--- config.mk ---
export PLATFORM = sky130hd
export DESIGN_NAME = computer_move_generator
export DESIGN_NICKNAME = d
export VERILOG_FILES = /design/src/rtl/ttt_pkg.sv /design/src/rtl/ttt_line_eval.sv /design/src/rtl/computer_move_generator.sv
export SDC_FILE = /design/constraint.sdc
export NUM_CORES = 1
export LEC_CHECK = 0
export CORE_UTILIZATION = 30
export DETAILED_ROUTE_END_ITERATION = 8
export GPL_ROUTABILITY_DRIVEN = 1
export PLACE_DENSITY = 0.49
export SLEW_MARGIN = 20
export SYNTH_ARGS = -nofsm -noshare
export SYNTH_HDL_FRONTEND = slang
export SYNTH_SLANG_ARGS = --single-unit
export TNS_END_PERCENT = 10
--- constraint.sdc ---
create_clock -name clock -period 5.7 [get_ports clock]
set_input_delay 0.57 -clock clock [delete_from_list [all_inputs] [get_ports clock]]
set_output_delay 0.57 -clock clock [all_outputs]
set_load 0.02 [all_outputs]
--- src/rtl/ttt_pkg.sv ---
// Shared definitions for the tic-tac-toe computer opponent: cell codes,
// position codes, the winning-line table, the static preference list and
// the search state encoding.
package ttt_pkg;

   localparam logic [1:0] EMPTY  = 2'b00;
   localparam logic [1:0] PLAYER = 2'b01;
   localparam logic [1:0] COMP   = 2'b10;

   localparam logic [3:0] POS_NONE = 4'd15;

   // Eight lines, three zero-based cell indices each (cell 1 -> 0).
   localparam logic [0:7][0:2][3:0] LINE_TBL = '{
      '{4'd0, 4'd1, 4'd2},
      '{4'd3, 4'd4, 4'd5},
      '{4'd6, 4'd7, 4'd8},
      '{4'd0, 4'd3, 4'd6},
      '{4'd1, 4'd4, 4'd7},
      '{4'd2, 4'd5, 4'd8},
      '{4'd0, 4'd4, 4'd8},
      '{4'd2, 4'd4, 4'd6}
   };

   // Static fallback order: centre, corners, then edges.
   localparam logic [0:8][3:0] PREF_TBL = '{
      4'd4, 4'd0, 4'd2, 4'd6, 4'd8, 4'd1, 4'd3, 4'd5, 4'd7
   };

   typedef enum logic [2:0] {
      S_IDLE   = 3'd0,
      S_WIN    = 3'd1,
      S_BLOCK  = 3'd2,
      S_STATIC = 3'd3,
      S_ISSUE  = 3'd4,
      S_NONE   = 3'd5
   } state_t;

   // Cell index of one slot of a line; out-of-range slots map to cell 0.
   function automatic logic [3:0] line_cell(input logic [2:0] line, input logic [1:0] slot);
      case (slot)
         2'd0:    return LINE_TBL[line][0];
         2'd1:    return LINE_TBL[line][1];
         2'd2:    return LINE_TBL[line][2];
         default: return 4'd0;
      endcase
   endfunction

   // Cell index of one preference entry; out-of-range entries map to cell 0.
   function automatic logic [3:0] pref_cell(input logic [3:0] idx);
      if (idx < 4'd9) begin
         return PREF_TBL[idx];
      end else begin
         return 4'd0;
      end
   endfunction

endpackage

--- src/rtl/ttt_line_eval.sv ---
// Combinational evaluation of one board line: a hit means exactly two cells
// carry the given mark and the third is empty; o_slot names the empty one.
module ttt_line_eval
   import ttt_pkg::*;
(
   input  logic [1:0] i_cell0,
   input  logic [1:0] i_cell1,
   input  logic [1:0] i_cell2,
   input  logic [1:0] i_mark,
   output logic       o_hit,
   output logic [1:0] o_slot
);

   logic [1:0] w_mark_cnt;
   logic [1:0] w_empty_cnt;

   // Count marked and empty cells, then locate the first empty slot.
   always_comb begin
      w_mark_cnt  = {1'b0, (i_cell0 == i_mark)} + {1'b0, (i_cell1 == i_mark)}
                  + {1'b0, (i_cell2 == i_mark)};
      w_empty_cnt = {1'b0, (i_cell0 == EMPTY)} + {1'b0, (i_cell1 == EMPTY)}
                  + {1'b0, (i_cell2 == EMPTY)};
      o_hit       = (w_mark_cnt == 2'd2) && (w_empty_cnt == 2'd1);
      if (i_cell0 == EMPTY) begin
         o_slot = 2'd0;
      end else if (i_cell1 == EMPTY) begin
         o_slot = 2'd1;
      end else begin
         o_slot = 2'd2;
      end
   end

endmodule

--- src/rtl/computer_move_generator.sv ---
// Computer opponent: snapshots the board on request, searches for a win,
// then a block, then the static preference list, one step per cycle, and
// strobes the chosen cell (pc) or reports that no move exists (no_move).
module computer_move_generator
   import ttt_pkg::*;
#(
   parameter logic BLOCK_EN = 1'b1,
   parameter int   POS_W    = 4
)(
   input  logic             clock,
   input  logic             reset,
   input  logic             move_req,
   input  logic [1:0]       pos1,
   input  logic [1:0]       pos2,
   input  logic [1:0]       pos3,
   input  logic [1:0]       pos4,
   input  logic [1:0]       pos5,
   input  logic [1:0]       pos6,
   input  logic [1:0]       pos7,
   input  logic [1:0]       pos8,
   input  logic [1:0]       pos9,
   input  logic [1:0]       who,
   output logic [POS_W-1:0] computer_position,
   output logic             pc,
   output logic             busy,
   output logic             no_move
);

   state_t           r_state;
   state_t           w_next_state;
   logic [3:0]       r_idx;
   logic [3:0]       w_next_idx;
   logic [1:0]       r_cells [9];
   logic [1:0]       w_board [9];
   logic [POS_W-1:0] r_pos;
   logic             r_pc;
   logic             r_busy;
   logic             r_no_move;
   logic [3:0]       w_choice;
   logic [1:0]       w_mark;
   logic             w_hit;
   logic [1:0]       w_slot;
   logic [3:0]       w_pref;

   assign w_board = '{pos1, pos2, pos3, pos4, pos5, pos6, pos7, pos8, pos9};
   assign w_pref  = pref_cell(r_idx);

   // One shared line evaluator; the mark selects win (own) or block (player).
   ttt_line_eval u_line_eval (
      .i_cell0 (r_cells[line_cell(r_idx[2:0], 2'd0)]),
      .i_cell1 (r_cells[line_cell(r_idx[2:0], 2'd1)]),
      .i_cell2 (r_cells[line_cell(r_idx[2:0], 2'd2)]),
      .i_mark  (w_mark),
      .o_hit   (w_hit),
      .o_slot  (w_slot)
   );

   // Next-state, search index and chosen cell for the current search step.
   always_comb begin
      w_next_state = r_state;
      w_next_idx   = r_idx;
      w_choice     = 4'd0;
      if (r_state == S_BLOCK) begin
         w_mark = PLAYER;
      end else begin
         w_mark = COMP;
      end
      case (r_state)
         S_IDLE: begin
            if (move_req) begin
               w_next_idx = 4'd0;
               if (who != 2'b00) begin
                  w_next_state = S_NONE;
               end else begin
                  w_next_state = S_WIN;
               end
            end else begin
               w_next_state = S_IDLE;
            end
         end
         S_WIN, S_BLOCK: begin
            if (w_hit) begin
               w_choice     = line_cell(r_idx[2:0], w_slot);
               w_next_state = S_ISSUE;
            end else if (r_idx == 4'd7) begin
               w_next_idx = 4'd0;
               if (r_state == S_WIN && BLOCK_EN) begin
                  w_next_state = S_BLOCK;
               end else begin
                  w_next_state = S_STATIC;
               end
            end else begin
               w_next_idx = r_idx + 4'd1;
            end
         end
         S_STATIC: begin
            // Index 9 is a one-cycle "list exhausted" step before NONE.
            if (r_idx >= 4'd9) begin
               w_next_state = S_NONE;
            end else if (r_cells[w_pref] == EMPTY) begin
               w_choice     = w_pref;
               w_next_state = S_ISSUE;
            end else begin
               w_next_idx = r_idx + 4'd1;
            end
         end
         S_ISSUE: w_next_state = S_IDLE;
         S_NONE:  w_next_state = S_IDLE;
         default: w_next_state = S_IDLE;
      endcase
   end

   // State, snapshot and registered outputs; reset abandons any search.
   always_ff @(posedge clock or posedge reset) begin
      if (reset) begin
         r_state   <= S_IDLE;
         r_idx     <= 4'd0;
         r_pos     <= POS_W'(POS_NONE);
         r_pc      <= 1'b0;
         r_busy    <= 1'b0;
         r_no_move <= 1'b0;
         for (int i = 0; i < 9; i++) begin
            r_cells[i] <= EMPTY;
         end
      end else begin
         r_state   <= w_next_state;
         r_idx     <= w_next_idx;
         r_pc      <= (w_next_state == S_ISSUE);
         r_no_move <= (w_next_state == S_NONE);
         r_busy    <= (w_next_state != S_IDLE);
         if (w_next_state == S_ISSUE) begin
            r_pos <= POS_W'(w_choice);
         end
         if (r_state == S_IDLE && move_req) begin
            for (int i = 0; i < 9; i++) begin
               r_cells[i] <= w_board[i];
            end
         end
      end
   end

   assign computer_position = r_pos;
   assign pc                = r_pc;
   assign busy              = r_busy;
   assign no_move           = r_no_move;

endmodule

## After elaboration in Yosys (flattened, before gate mapping)

Memory sizes are Yosys's and may differ from the RTL's.
Index checks and enable logic that the tools add are counted.

- Add/sub/neg operators: 5
- Order comparisons: 8
- Eq/ne operators: 17
- Multiplexer cells: 39
- Bitwise logic cells: 6
- Reduce and logical (&&, ||, !) cells: 13

Operator list:

| cell | count |
|---|---|
| 4-bit 2-to-1 mux | 11 |
| 2-bit binary-select mux with 4-bit select | 4 |
| 5-bit greater-or-equal comparator (second input constant) | 5 |
| 4-bit inverter with 5-bit output | 5 |
| 12-bit 2-to-1 mux | 2 |
| 4-bit one-hot mux with 3 select lines | 2 |
| 2-bit 2-to-1 mux | 11 |
| 3-bit 2-to-1 mux | 6 |
| 2-bit logical NOT | 5 |
| 3-bit one-hot mux with 3 select lines | 1 |
| 4-bit greater-or-equal comparator (second input constant) | 2 |
| 2-bit inequality test (second input constant) | 4 |
| 4-bit one-hot mux with 2 select lines | 1 |
| 2-bit == test | 3 |
| 3-bit by 2-bit == test with 1-bit output (second input constant) | 2 |
| 3-bit == test (second input constant) | 2 |
| 3-bit nonzero test | 2 |
| 5-bit AND reduction | 1 |
| 1-bit by 1-bit adder with 2-bit output | 2 |
| 2-bit by 1-bit adder with 2-bit output | 2 |
| 4-bit by 1-bit adder with 4-bit output (second input constant) | 1 |
| 2-bit by 1-bit == test with 1-bit output (second input constant) | 2 |
| 2-bit == test (second input constant) | 2 |
| 4-bit by 3-bit == test with 1-bit output (second input constant) | 1 |
| 8 further kinds | 9 |

- Flip-flop bits (word level): 32
- Bits in read-only memories: 160
- Input bits: 23
- Output and inout bits: 7
- Logic and storage cells: 105
- Memories: 2

Memory list:

| memory | words | bits a word | read ports | clocked after Yosys merged registers in | write ports | RTL line | source |
|---|---|---|---|---|---|---|---|
| (name not given) | 8 | 12 | 1 | 0 | 0 | ttt_pkg.sv:43 | `2'd2: return LINE_TBL[line][2];` |
| (name not given) | 16 | 4 | 1 | 0 | 0 | ttt_pkg.sv:51 | `return PREF_TBL[idx];` |

## Logic depth before layout (Yosys ltp)

- Depth in word-level cells: 16
- Mapped depth: 19
- Gate-level depth less buffers: 17

## Modules after synthesis

From an unflattened synthesis, not the netlist that was laid out.

- Cell total of the unflattened synthesis: 277
- Area total of the unflattened synthesis: 2514.9 um^2

Modules (own cells, without submodules):

| module | times used | cells each | area an instance (um^2) | seq. area each (um^2) |
|---|---|---|---|---|
| computer_move_generator | 1 | 260 | 2378.5 | 805.8 |
| ttt_line_eval | 1 | 17 | 136.4 | 0.0 |

## Worst setup path after synthesis

Ideal clock, no wire load.

- Kind: reg2reg
- Start point: reg r_idx[0]
- End point: reg r_pos[1] (netlist: computer_position[1])
- Setup time: 0.094 ns
- Data arrival time: 4.680 ns
- Required time: 5.606 ns
- Slack: 0.926 ns
- Stages on the path, launching flop included: 19
- Buffers on the path: 2
- Clock period less this slack: 4.774 ns
- Cell sequence: dfrtp_1 -> inv_1 -> ha_1 -> clkbuf_1 -> mux2i_4 -> buf_2 -> mux2i_1 -> mux2i_1 -> nor3b_1 -> a21oi_1 -> o221a_2 -> or2_2 -> fa_1 -> nand4bb_1 -> a211oi_1 -> nand2b_1 -> a2bb2oi_1 -> nor2_1 -> or4b_1

- Cells in the longest elaborated chain, start to end: 16
- Elaborated cells between the ends (all ways): 58
- Those cells by class: add/sub: 4; order compare: 2; eq/ne: 9; mux: 29; bitwise: 6; reduce/logical: 6; memory: 2

RTL lines:

| what | RTL line | source |
|---|---|---|
| from (decl) | computer_move_generator.sv:31 | `logic [3:0] r_idx;` |
| from (signal assigned) | computer_move_generator.sv:127 | `r_idx <= w_next_idx;` |
| 3-bit inverter with 4-bit output (not written as such) | ttt_pkg.sv:41, ttt_pkg.sv:42, ttt_pkg.sv:43 |  |
| memory read 8 x 12 bit | n/a |  |
| 12-bit 2-to-1 mux (not written as such) (2 in series) | ttt_pkg.sv:43 |  |
| 4-bit inverter with 5-bit output (on tied branches) | computer_move_generator.sv:50, computer_move_generator.sv:51 |  |
| 2-bit binary-select mux with 4-bit select (on tied branches) | computer_move_generator.sv:50, computer_move_generator.sv:51 |  |
| 2-bit 2-to-1 mux (on tied branches) (2 in series) | computer_move_generator.sv:50, computer_move_generator.sv:51 |  |
| 2-bit == test (tied with other cells) | ttt_line_eval.sv:19 | `w_mark_cnt = {1'b0, (i_cell0 == i_mark)} + {1'b0, (i_cell1 == i_mark)}` |
| 1-bit by 1-bit adder with 2-bit output (on tied branches) | ttt_line_eval.sv:19, ttt_line_eval.sv:21 |  |
| 2-bit by 1-bit adder with 2-bit output (on tied branches) | ttt_line_eval.sv:20, ttt_line_eval.sv:22 |  |
| 2-bit == test or 2-bit by 1-bit == test with 1-bit output (tied branches) | ttt_line_eval.sv:23 | `o_hit = (w_mark_cnt == 2'd2) && (w_empty_cnt == 2'd1);` |
| 1-bit logical AND | ttt_line_eval.sv:23 |  |
| 3-bit 2-to-1 mux | computer_move_generator.sv:82 | `if (w_hit) begin` |
| 3-bit one-hot mux with 3 select lines | computer_move_generator.sv:68 | `case (r_state)` |
| 3-bit == test | computer_move_generator.sv:131 | `if (w_next_state == S_ISSUE) begin` |
| to (signal assigned) | computer_move_generator.sv:118 | `r_pos <= POS_W'(POS_NONE);` |
| to (signal assigned) | computer_move_generator.sv:132 | `r_pos <= POS_W'(w_choice);` |
| to (decl) | computer_move_generator.sv:35 | `logic [POS_W-1:0] r_pos;` |

Several ways; a longest one is shown, not always the timed one. The select of a mux whose other input is x is not followed.
A chain may end at the register's enable or synchronous reset.

## Worst setup path in the final report

Ends and elaborated chain as after synthesis.

==> flow_metrics.env <==
export IMPL_n_antenna_cell=0
export IMPL_drt_initial_drc_count=255
export IMPL_first_global_vias=2250
export IMPL_p_clk_frac=0.102
export IMPL_crit_required_ps=5920
export IMPL_status="complete, no violations"
export IMPL_synthTopCellsByArea="dfrtp_1, mux2_2, mux2i_1"
export IMPL_swShare=0.486
export IMPL_ys_async_sr_fraction=1.00
export IMPL_post_route_period_util=0.906
export IMPL_hold_depth=2
export IMPL_arrival_ps=5390
export IMPL_utilization=0.376
export IMPL_p_leak_nw=1.27
export IMPL_max_cap_violations=0
export IMPL_ys_flop_type="dfrtp_1"
export IMPL_power_mw=2.06
export IMPL_fp_dieW_um=96.0
export IMPL_worstPathCellList="inv_1, ha_1, mux2i_4, buf_4, mux2i_1, mux2i_1, nor3b_1, a21oi_1, o221a_2, or2_2, fa_1, nand4bb_1, a211oi_2, nand2b_1, a2bb2oi_1, nor2_1, or4b_1"
export IMPL_grt_pass1_wl_um=12100
export IMPL_syn_area_mm2=0.00265
export IMPL_seq_area_frac_synth=0.304
export IMPL_slowest_delay_ps=530
export IMPL_wirelength_um=7410
export IMPL_clockBufferDepth=2
export IMPL_port_buffers=29
export IMPL_numCtsBuffers=5
export IMPL_die_y_um=96.0
export IMPL_post_route_min_period_ps=5170
export IMPL_crit_path_frequent_cell="mux2i_1"
export IMPL_powerDensity_mw_per_mm2=655
export IMPL_cpMaxStageDelayCell="dfrtp_1"
export IMPL_synth_cells=280
export IMPL_ios=30
export IMPL_cts_tree="yes"
export IMPL_rsz0062_at_grt="false"
export IMPL_ys_ff_latch=32
export IMPL_syn_to_final_growth_pct=18.9
export IMPL_via_per_inst=5.62
export IMPL_vias=2311
export IMPL_synth_edf_count=0
export IMPL_drv_slew=0
export IMPL_critPathKind="register to register"
export IMPL_clkLatencyLatePin_ps=300
export IMPL_htreeDepth=2
export IMPL_synth_yosys_warnings=0
export IMPL_critPathMaxFanout=13
export IMPL_fmax_ghz=0.194
export IMPL_final_nets=336
export IMPL_die_area_mm2=0.00921
export IMPL_cp_end_kind="register"
export IMPL_cts_sinks=32
export IMPL_path_clk_slew_ps=80
export IMPL_final_setup_tns_ps=0
export IMPL_pwr_share_comb=0.668
export IMPL_holdWs_ps=572
export IMPL_dp_slack_ps=384
export IMPL_drive_gt1_frac=0.173
export IMPL_syn_area_per_cell_um2=9.46
export IMPL_drc=0
export IMPL_yosysUniqueCellTypes=67
export IMPL_synth_top_cell_by_area="dfrtp_1"
export IMPL_place_gp_congestion=0.871
export IMPL_worst_slew_pin_slew_ps=552
export IMPL_dpl_cell_area_mm2=0.00305
export IMPL_grt_start_max_net_pins=33
export IMPL_start_util=0.316
export IMPL_dr_pass1_iters=4
export IMPL_grt_use_total=0.178
export IMPL_path_depth=17
export IMPL_core_mm2=0.00838
export IMPL_cts_setup_buffers=0
export IMPL_dp_cells=403
export IMPL_antenna_found_initial=0
export IMPL_hold_class="register to register"
export IMPL_rows=33
export IMPL_cp_start_kind="register"
export IMPL_ant_nets=0
export IMPL_overflow=0
export IMPL_worstRegToRegCells=17
export IMPL_dp_hpwl_um=5610
export IMPL_routedWlPerCell_um=18.0
export IMPL_clock_skew_ps=11.1
export IMPL_synth_nets=311
export IMPL_path_buf_inv=2
export IMPL_cp_top_family="simple AND/OR/NAND/NOR gates"
export IMPL_final_cells=411
export IMPL_finish_instance_area_mm2=0.00315
export IMPL_synth_top_area_frac=0.265
export IMPL_holdBufCountCts=0
export IMPL_post_cts_resized=0
export IMPL_setup_viol=0
export IMPL_power_frac_seq=0.230
export IMPL_hold_viol=0
export IMPL_clockRootBuffer="clkbuf_8"
export IMPL_power_switching_mw=1.00
export IMPL_p_int_mw=1.06
export IMPL_slew_headroom=0.631
export IMPL_peakVddDrop_mv=0.192
export IMPL_fin_ws_ps=533
==> sequential cells by signal, summed over array words and instances (netlist names) <==
name	flops
r_cells	18
r_state	3
pc	1
no_move	1
computer_position	4
busy	1
r_idx	4
==> worst min-delay path, delay by kind of cell (launching register included) <==
family / cells / cell delay (ps)
flip-flops: 1 / 380
AO/OA/AOI/OAI: 1 / 130
AND/OR/NAND/NOR: 1 / 60
==> layout make-up <==
cell class / instances / area (um2)
multi-input combinational: 222 / 1740
tap: 105 / 131
inverter: 9 / 33.8
sequential: 32 / 806
timing repair buffer: 35 / 335
fill: 860 / 5230
clock buffer: 8 / 100
==> Yosys cell counts (3+ instances only) <==
| master | number |
|---|---|
| clkbuf_1 | 11 |
| inv_1 | 9 |
| buf_2 | 4 |
| dfstp_2 | 4 |
| mux2_2 | 21 |
| a32oi_1 | 4 |
| nand2_1 | 15 |
| mux2i_1 | 20 |
| nor3b_1 | 4 |
| and3_1 | 4 |
| nand2b_1 | 11 |
| o21ai_0 | 9 |
| nor3_1 | 3 |
| a211oi_1 | 4 |
| o211ai_1 | 3 |
| dfrtp_1 | 28 |
| a21oi_1 | 6 |
| nor2_1 | 22 |
| nor2b_1 | 9 |
| a31oi_1 | 7 |
| ha_1 | 6 |
| and3b_1 | 3 |
| nand3_1 | 16 |
| o22ai_1 | 3 |
==> power by group through the flow <==
stage                     combinational [mW]  sequential (mW)  clock, mW
after global placement                  1.37            0.475          0
after detailed placement                1.37            0.477          0
after global routing                    1.52            0.492      0.225
final                                   1.38            0.474      0.210
after floorplan                         1.06            0.428          0
after CTS                               1.37            0.472      0.216
==> final timing paths <==
| kind | startpoint | to | slack (ps) |
|---|---|---|---|
| hold / removal | computer_position[3] | computer_position[3] | 570 |
| setup reg to reg | r_idx[0] | computer_position[1] | 530 |
| min in group asynchronous | reset | r_cells[12] | 660 |
| setup / recovery | r_idx[0] | computer_position[1] | 530 |
| hold reg to reg | computer_position[3] | computer_position[3] | 570 |
| max in group asynchronous | reset | computer_position[2] | 4710 |
==> kinds of logic after synthesis <==
kind of cell             synth area share
AO/OA/AOI/OAI                       0.205
flip-flops                          0.304
multiplexers                        0.201
AND/OR/NAND/NOR                     0.201
buffers and inverters              0.0416
adder cells (fa/ha/maj)            0.0472
==> cell usage in the layout (no fill, tap or decap), types with 11 or more instances in the layout <==
master	instances
mux2i_1	20
nor2_1	22
mux2_2	21
clkdlybuf4s50_1	29
nand2b_1	11
nand2_1	15
dfrtp_1	28
nand3_1	16
==> routing by layer <==
layer  up-vias  GRT usage  routed length, um
met5         -          0                  0
met4         0     0.0634                146
met3        16     0.0348                433
met2        82      0.279               3350
met1      1111      0.244               3470
li1       1102          -                  -
Note: power is estimated with default switching activity, not from simulation.
